$ cat src/rtl/approx_adder_pipe_monitor.sv
`default_nettype none
// ============================================================================
// Module   : approx_adder_pipe_monitor
// Purpose  : Two-stage pipelined lower-part-OR approximate adder with a
//            run-time error monitor. Each result carries its
//            exact-vs-approximate error distance and a threshold-violation
//            flag. Saturating statistics accumulate on every output transfer.
// Revision : 1.0 - initial release
// ============================================================================
module approx_adder_pipe_monitor #(
  parameter int WIDTH       = 4,
  parameter int APPROX_BITS = 2,
  parameter int ET          = 2,
  parameter int CNT_W       = 16
) (
  input  logic             clk,
  input  logic             rst_n,
  // operand side
  input  logic             in_valid,
  output logic             in_ready,
  input  logic [WIDTH-1:0] in_a,
  input  logic [WIDTH-1:0] in_b,
  input  logic             approx_en,
  // result side
  output logic             out_valid,
  input  logic             out_ready,
  output logic [WIDTH:0]   out_sum,
  output logic [WIDTH:0]   out_err,
  output logic             out_viol,
  // statistics
  input  logic             clr_stats,
  output logic [CNT_W-1:0] sample_cnt,
  output logic [CNT_W-1:0] viol_cnt,
  output logic [WIDTH:0]   max_err
);

  localparam int SW    = WIDTH + 1;
  localparam int K     = APPROX_BITS;
  // The threshold is compared at no less than 32 bits so that a threshold
  // wider than the error word never truncates.
  localparam int CMP_W = (SW > 32) ? SW : 32;
  localparam logic [CMP_W-1:0] C_ET = CMP_W'(ET);

  // Stage 1: raw operands and mode bit
  logic             r_s1_valid;
  logic [WIDTH-1:0] r_s1_a;
  logic [WIDTH-1:0] r_s1_b;
  logic             r_s1_en;

  // Stage 2: selected sum, error distance and violation flag
  logic             r_s2_valid;
  logic [SW-1:0]    r_s2_sum;
  logic [SW-1:0]    r_s2_err;
  logic             r_s2_viol;

  // Statistics
  logic [CNT_W-1:0] r_sample_cnt;
  logic [CNT_W-1:0] r_viol_cnt;
  logic [SW-1:0]    r_max_err;

  // Handshake / datapath wires
  logic             w_s2_free;
  logic             w_s1_free;
  logic             w_xfer;
  logic [SW-1:0]    w_exact;
  logic [SW-1:0]    w_approx;
  logic [SW-1:0]    w_diff;
  logic [SW-1:0]    w_sum;
  logic [SW-1:0]    w_err;
  logic             w_viol;

  // --------------------------------------------------------------------------
  // Handshake: a stage may load when it is empty or its content moves on in
  // the same cycle. in_ready is purely combinational so the pipe streams one
  // beat per cycle without bubbles.
  // --------------------------------------------------------------------------
  assign w_s2_free = !r_s2_valid || out_ready;
  assign w_s1_free = !r_s1_valid || w_s2_free;
  assign in_ready  = w_s1_free;
  assign w_xfer    = r_s2_valid && out_ready;

  // --------------------------------------------------------------------------
  // Exact reference sum, carried at full WIDTH+1 bits.
  // --------------------------------------------------------------------------
  assign w_exact = {1'b0, r_s1_a} + {1'b0, r_s1_b};

  // --------------------------------------------------------------------------
  // Approximate sum. The low K bits are the bitwise OR of the operands; the
  // AND of the top approximated bit pair feeds the exact upper adder as its
  // carry-in to recover most of the lost carry.
  // --------------------------------------------------------------------------
  generate
    if (K == 0) begin : g_exact_only
      assign w_approx = w_exact;
    end else if (K >= WIDTH) begin : g_all_approx
      assign w_approx = {r_s1_a[WIDTH-1] & r_s1_b[WIDTH-1], r_s1_a | r_s1_b};
    end else begin : g_lower_or
      logic [K-1:0]       w_low;
      logic               w_cin;
      logic [WIDTH-K:0]   w_high;
      assign w_low    = r_s1_a[K-1:0] | r_s1_b[K-1:0];
      assign w_cin    = r_s1_a[K-1] & r_s1_b[K-1];
      assign w_high   = {1'b0, r_s1_a[WIDTH-1:K]} + {1'b0, r_s1_b[WIDTH-1:K]}
                      + {{(WIDTH-K){1'b0}}, w_cin};
      assign w_approx = {w_high, w_low};
    end
  endgenerate

  // --------------------------------------------------------------------------
  // Mode selection and error distance. In exact mode the reported error is
  // zero because the exact sum is what leaves the block.
  // --------------------------------------------------------------------------
  assign w_diff = (w_exact >= w_approx) ? (w_exact - w_approx)
                                        : (w_approx - w_exact);
  assign w_sum  = r_s1_en ? w_approx : w_exact;
  assign w_err  = r_s1_en ? w_diff : '0;
  assign w_viol = CMP_W'(w_err) > C_ET;

  // Stage 1 register: capture an operand beat whenever the stage can load.
  always_ff @(posedge clk or negedge rst_n) begin
    if (!rst_n) begin
      r_s1_valid <= 1'b0;
      r_s1_a     <= '0;
      r_s1_b     <= '0;
      r_s1_en    <= 1'b0;
    end else if (w_s1_free) begin
      r_s1_valid <= in_valid;
      if (in_valid) begin
        r_s1_a  <= in_a;
        r_s1_b  <= in_b;
        r_s1_en <= approx_en;
      end
    end
  end

  // Stage 2 register: results only change when the stage frees, so they hold
  // stable under backpressure.
  always_ff @(posedge clk or negedge rst_n) begin
    if (!rst_n) begin
      r_s2_valid <= 1'b0;
      r_s2_sum   <= '0;
      r_s2_err   <= '0;
      r_s2_viol  <= 1'b0;
    end else if (w_s2_free) begin
      r_s2_valid <= r_s1_valid;
      if (r_s1_valid) begin
        r_s2_sum  <= w_sum;
        r_s2_err  <= w_err;
        r_s2_viol <= w_viol;
      end
    end
  end

  // Statistics: clear wins over a simultaneous transfer; counters stick at
  // all-ones instead of wrapping.
  always_ff @(posedge clk or negedge rst_n) begin
    if (!rst_n) begin
      r_sample_cnt <= '0;
      r_viol_cnt   <= '0;
      r_max_err    <= '0;
    end else if (clr_stats) begin
      r_sample_cnt <= '0;
      r_viol_cnt   <= '0;
      r_max_err    <= '0;
    end else if (w_xfer) begin
      if (r_sample_cnt != {CNT_W{1'b1}}) begin
        r_sample_cnt <= r_sample_cnt + 1'b1;
      end
      if (r_s2_viol && (r_viol_cnt != {CNT_W{1'b1}})) begin
        r_viol_cnt <= r_viol_cnt + 1'b1;
      end
      if (r_s2_err > r_max_err) begin
        r_max_err <= r_s2_err;
      end
    end
  end

  assign out_valid  = r_s2_valid;
  assign out_sum    = r_s2_sum;
  assign out_err    = r_s2_err;
  assign out_viol   = r_s2_viol;
  assign sample_cnt = r_sample_cnt;
  assign viol_cnt   = r_viol_cnt;
  assign max_err    = r_max_err;

endmodule
`default_nettype wire

$ cat config.mk
export PLATFORM = sky130hd
export DESIGN_NAME = approx_adder_pipe_monitor
export DESIGN_NICKNAME = d
export VERILOG_FILES = /design/src/rtl/approx_adder_pipe_monitor.sv
export SDC_FILE = /design/constraint.sdc
export NUM_CORES = 1
export LEC_CHECK = 0
export ABC_CLOCK_PERIOD_IN_PS = 3200
export BUFFER_PORTS_ARGS = -buffer_cell sky130_fd_sc_hd__buf_2
export CAP_MARGIN = 10
export CORE_UTILIZATION = 38
export CTS_CLUSTER_SIZE = 16
export DETAILED_ROUTE_END_ITERATION = 10
export GPL_TIMING_DRIVEN = 0
export PLACE_DENSITY_LB_ADDON = 0.25
export SETUP_SLACK_MARGIN = 0.3
export SLEW_MARGIN = 10
export SYNTH_ARGS = -nofsm -noshare
export SYNTH_HDL_FRONTEND = slang
export SYNTH_SLANG_ARGS = --single-unit
$ cat constraint.sdc
create_clock -name clk -period 3.2 [get_ports clk]
set_input_delay 0.48 -clock clk [delete_from_list [all_inputs] [get_ports clk]]
set_output_delay 0.48 -clock clk [all_outputs]
set_load 0.01 [all_outputs]
==> results.md <==
- Outcome: complete, but fails checks
- Failing checks: design-rule violations
- Worst path bufs/invs: 2
- # IOs: 64
- Switching Share: 0.354
- Max Slew Vio Count: 0
- Internal Dissipation: 2.04 mW
- Post-synthesis cell type count: slightly below 50
- Area grow syn2layout: 26.7%
- Top-count cell post-synth: dfrtp_1
- Die width: 97.7 um
- Max frequency: ~320 MHz
- YS warnings: 0
- Synthesized Nets: 397
- Critical Path, Cell by Cell: ha_4 > inv_4 > fa_2 > inv_2 > ha_4 > ha_4 > o41ai_4 > maj3_2 > o21a_4 > mux2i_4 > mux2i_2 > o32a_1
- Worst Path Max Fanout: 4
- Syn Inst Count: about 360
- Worst Path Required: 3.42 ns
- Htree depth: 3
- Crit. End Element: flop
- Flop pwr share: 0.290
- Worst-Margin Slew: between 0.8 and 0.9 ns
- Sw Pwr: between 1 and 1.5 mW
- CP arrival: roughly 3.4 ns
- Synth area leaders: dfrtp_1 42%, ha_1 7.2%, nor2_1 4.4%, xor2_1 4.0%, mux2_2 3.9%
- CP startpoint kind: flop
- Worst hold path class: in2async
- Final Hold Fails: 0
- Detail Placement HPWL: between 5 and 6 mm
- Combinational share of power: 0.463
- # fillers: around 810
- CTS tree: done
- Die ar.: around 0.0095 sq mm
- Relative slew slack: 0.452
- Core Area: ~0.009 sq mm
- Die H: approximately 100 um
- Setup skew after layout: 0.0104 ns
- Largest net degree at the start of global routing: 60
- Syn avg cell area: roughly 10 sq um
- Detail Route Antenna Nets: 0
- Root buffer cell: clkbuf_8
- Post-route minimum period: around 3.2 ns
- # port buffers: between 60 and 70
- Final Cycle Share: 0.990
- Register bit total from synthesis: just under 60
- Seq/Total Area, Yosys: 0.424
- Synth area leader: dfrtp_1
- Starting Density: 0.395
- GRT Overall Usage: 0.178
- Routed wire length: 7.98 mm
- Share of layout cells above drive strength 1: 0.306
- Top Family by Delay on Critical Path: adder cells
- Critical path class: reg2reg
- Clk_lat worst skew: 0.34 ns
- Row cnt: 34
- Most frequent CP cell: ha_4
- Detailed Routing Iterations Pass 1: 7
- Global-route wire length before repair: about 13 mm
- Clock Path Buffers: 2
- CP max stage cell: fa_2
- Mapped cell area: around 0.0035 sq mm
- Clock sinks: 59
- Clock-pin transition on the worst setup and hold timing paths: 0.07 ns
- Gr ovfl total: 0
- Final setup fails: 0
- Drt drc: 24
- Initial antenna violation count: 0
- Setup_tns: 0 ns
- Hold Buf Count CTS: 0
- CTS Buf Count: 9
- CP peak stage delay: around 0.55 ns
- Number of flops mapped to enable cells by yosys: 0
- Post-synthesis async set-or-reset flop share: 1.00
- RD Place Congestion: 0.824
- Placed cell count: about 530
- Total number of vias: roughly 2.8k
- Clock network power share: 0.247
- Yosys top cell area share: 0.424
- Leakage power: between 2 and 2.5 nW
- Nets: 482
- Finished Layout Cells: between 500 and 600
- WL/cell: 14.3 um
- Peak VDD IR: 0.000254 V
- Initial DRC Count: 113
- Vias per cell: 5.09
- Pwr per Cell Area: about 700 mW/mm^2
- Vias in the first global route: between 2k and 3k
- Hold slack: ~0.20 ns
- Unrepaired setup endpoints after global routing: yes
- Main synth FF type: dfrtp_1
- Max cap viols: 0
- Top cells by count, synth: 59 x dfrtp_1, 41 x nor2_1, 29 x inv_1, 28 x nand2_1, 23 x o21ai_0
## layer usage
metal,global-route usage,part of all wire,up-vias
li1,-,-,1395
met1,0.224,0.46,1365
met2,0.289,0.47,56
met3,0.0424,0.042,18
met4,0.0851,0.026,0
met5,0,0,-
## power groups by stage
stage	clock, mW	sequential, mW	combinational [mW]
after floorplan	0	0.949	0.807
after global placement	0	0.930	1.08
after detailed placement	0	0.933	1.12
after CTS	0.807	0.919	1.34
after global routing	0.837	0.932	1.60
final	0.782	0.917	1.46
## state kept, by name (all words and copies together), names as in the netlist
register,cells
max_err,5
out_err,5
out_sum,5
out_valid,1
out_viol,1
r_s1_a,4
r_s1_b,4
r_s1_en,1
r_s1_valid,1
sample_cnt,16
viol_cnt,16
## worst register-to-register path: cells and delay by family, from the launching register on
kind / cells / cell delay, ns
AOI/OAI and AO/OA: 3 / 0.86
adders and majority gates: 5 / 1.37
buffers and inverters: 2 / 0.09
DFF: 1 / 0.39
muxes: 2 / 0.34
## stage by stage
stage | worst slack (ns) | cell area, sq um | util | power [mW]
floorplan | 0.0761 | 3500 | - | 1.76
global placement | -0.227 | 3950 | 0.449 | 2.01
detailed placement | -0.278 | 3960 | 0.449 | 2.05
CTS | 0.00797 | 4340 | 0.493 | 3.06
global route | -0.0732 | 4400 | 0.500 | 3.37
finish | 0.0304 | 4410 | 0.500 | 3.16
## worst paths after layout
path / startpoint / end / slack (ns) / cells after the start
max: r_s1_b[0] / out_viol / 0.03 / 12
min: rst_n / out_sum[2] / 0.20 / 1
max reg2reg: r_s1_b[0] / out_viol / 0.03 / 12
min reg2reg: r_s1_valid / out_valid / 0.48 / 2
max in group asynchronous: rst_n / sample_cnt[1] / 2.47 / 1
min in group clk: in_valid / r_s1_valid / 0.35 / 2
## kinds of logic (layout without fill, tap and decap cells)
| logic type | count (synthesis) | count (layout) | share of synthesized area |
|---|---|---|---|
| simple gates | 131 | 131 | 0.187 |
| compound gates | 60 | 60 | 0.119 |
| xor+xnor | 22 | 22 | 0.0554 |
| other cells | 0 | 1 | 0 |
| mux | 22 | 22 | 0.0676 |
| fa+ha+maj | 27 | 27 | 0.107 |
| buf+inv | 37 | 127 | 0.0403 |
| flops | 59 | 59 | 0.424 |
## layout by cell type, fill, tap and decap left out, types with 3 or more instances in the layout
cell	synthesis	routed
mux2i_1	10	8
o21ai_0	23	22
a21oi_1	13	13
nor3_1	4	4
buf_4	0	11
clkbuf_8	0	10
and2_1	7	7
or3_1	9	9
mux2_4	0	3
nand2_1	28	27
nor2_1	41	41
mux2_2	12	9
xnor2_1	6	6
inv_1	29	26
nand2b_1	9	8
and3_1	3	3
ha_1	20	13
fa_2	0	3
o21a_1	3	3
nand3_1	7	7
buf_2	1	62
clkbuf_1	7	7
nand4_1	11	11
dfrtp_1	59	59
ha_4	0	5
xor2_1	16	15
## what timing repair did
| item | CTS | global route |
|---|---|---|
| endpoints found under the setup margin | 5 | 5 |
| pin swaps | 13 | 6 |
| setup buffers | 10 | 1 |
| resized for setup | 18 | 11 |
## layout make-up
| cell class | instances | area, sq um | share of cell area |
|---|---|---|---|
| Multi-Input combinational cell | 262 | 2010 | 0.457 |
| Tap cell | 108 | 135 | 0.0307 |
| Buffer | 8 | 37.5 | 0.00852 |
| Timing Repair Buffer | 74 | 404 | 0.0917 |
| Sequential cell | 59 | 1480 | 0.335 |
| Antenna cell | 1 | 2.50 | 0.000568 |
| Clock inverter | 6 | 88.8 | 0.0202 |
| Clock buffer | 10 | 138 | 0.0312 |
| Inverter | 29 | 111 | 0.0253 |
Power figures use the tool's default switching activity.
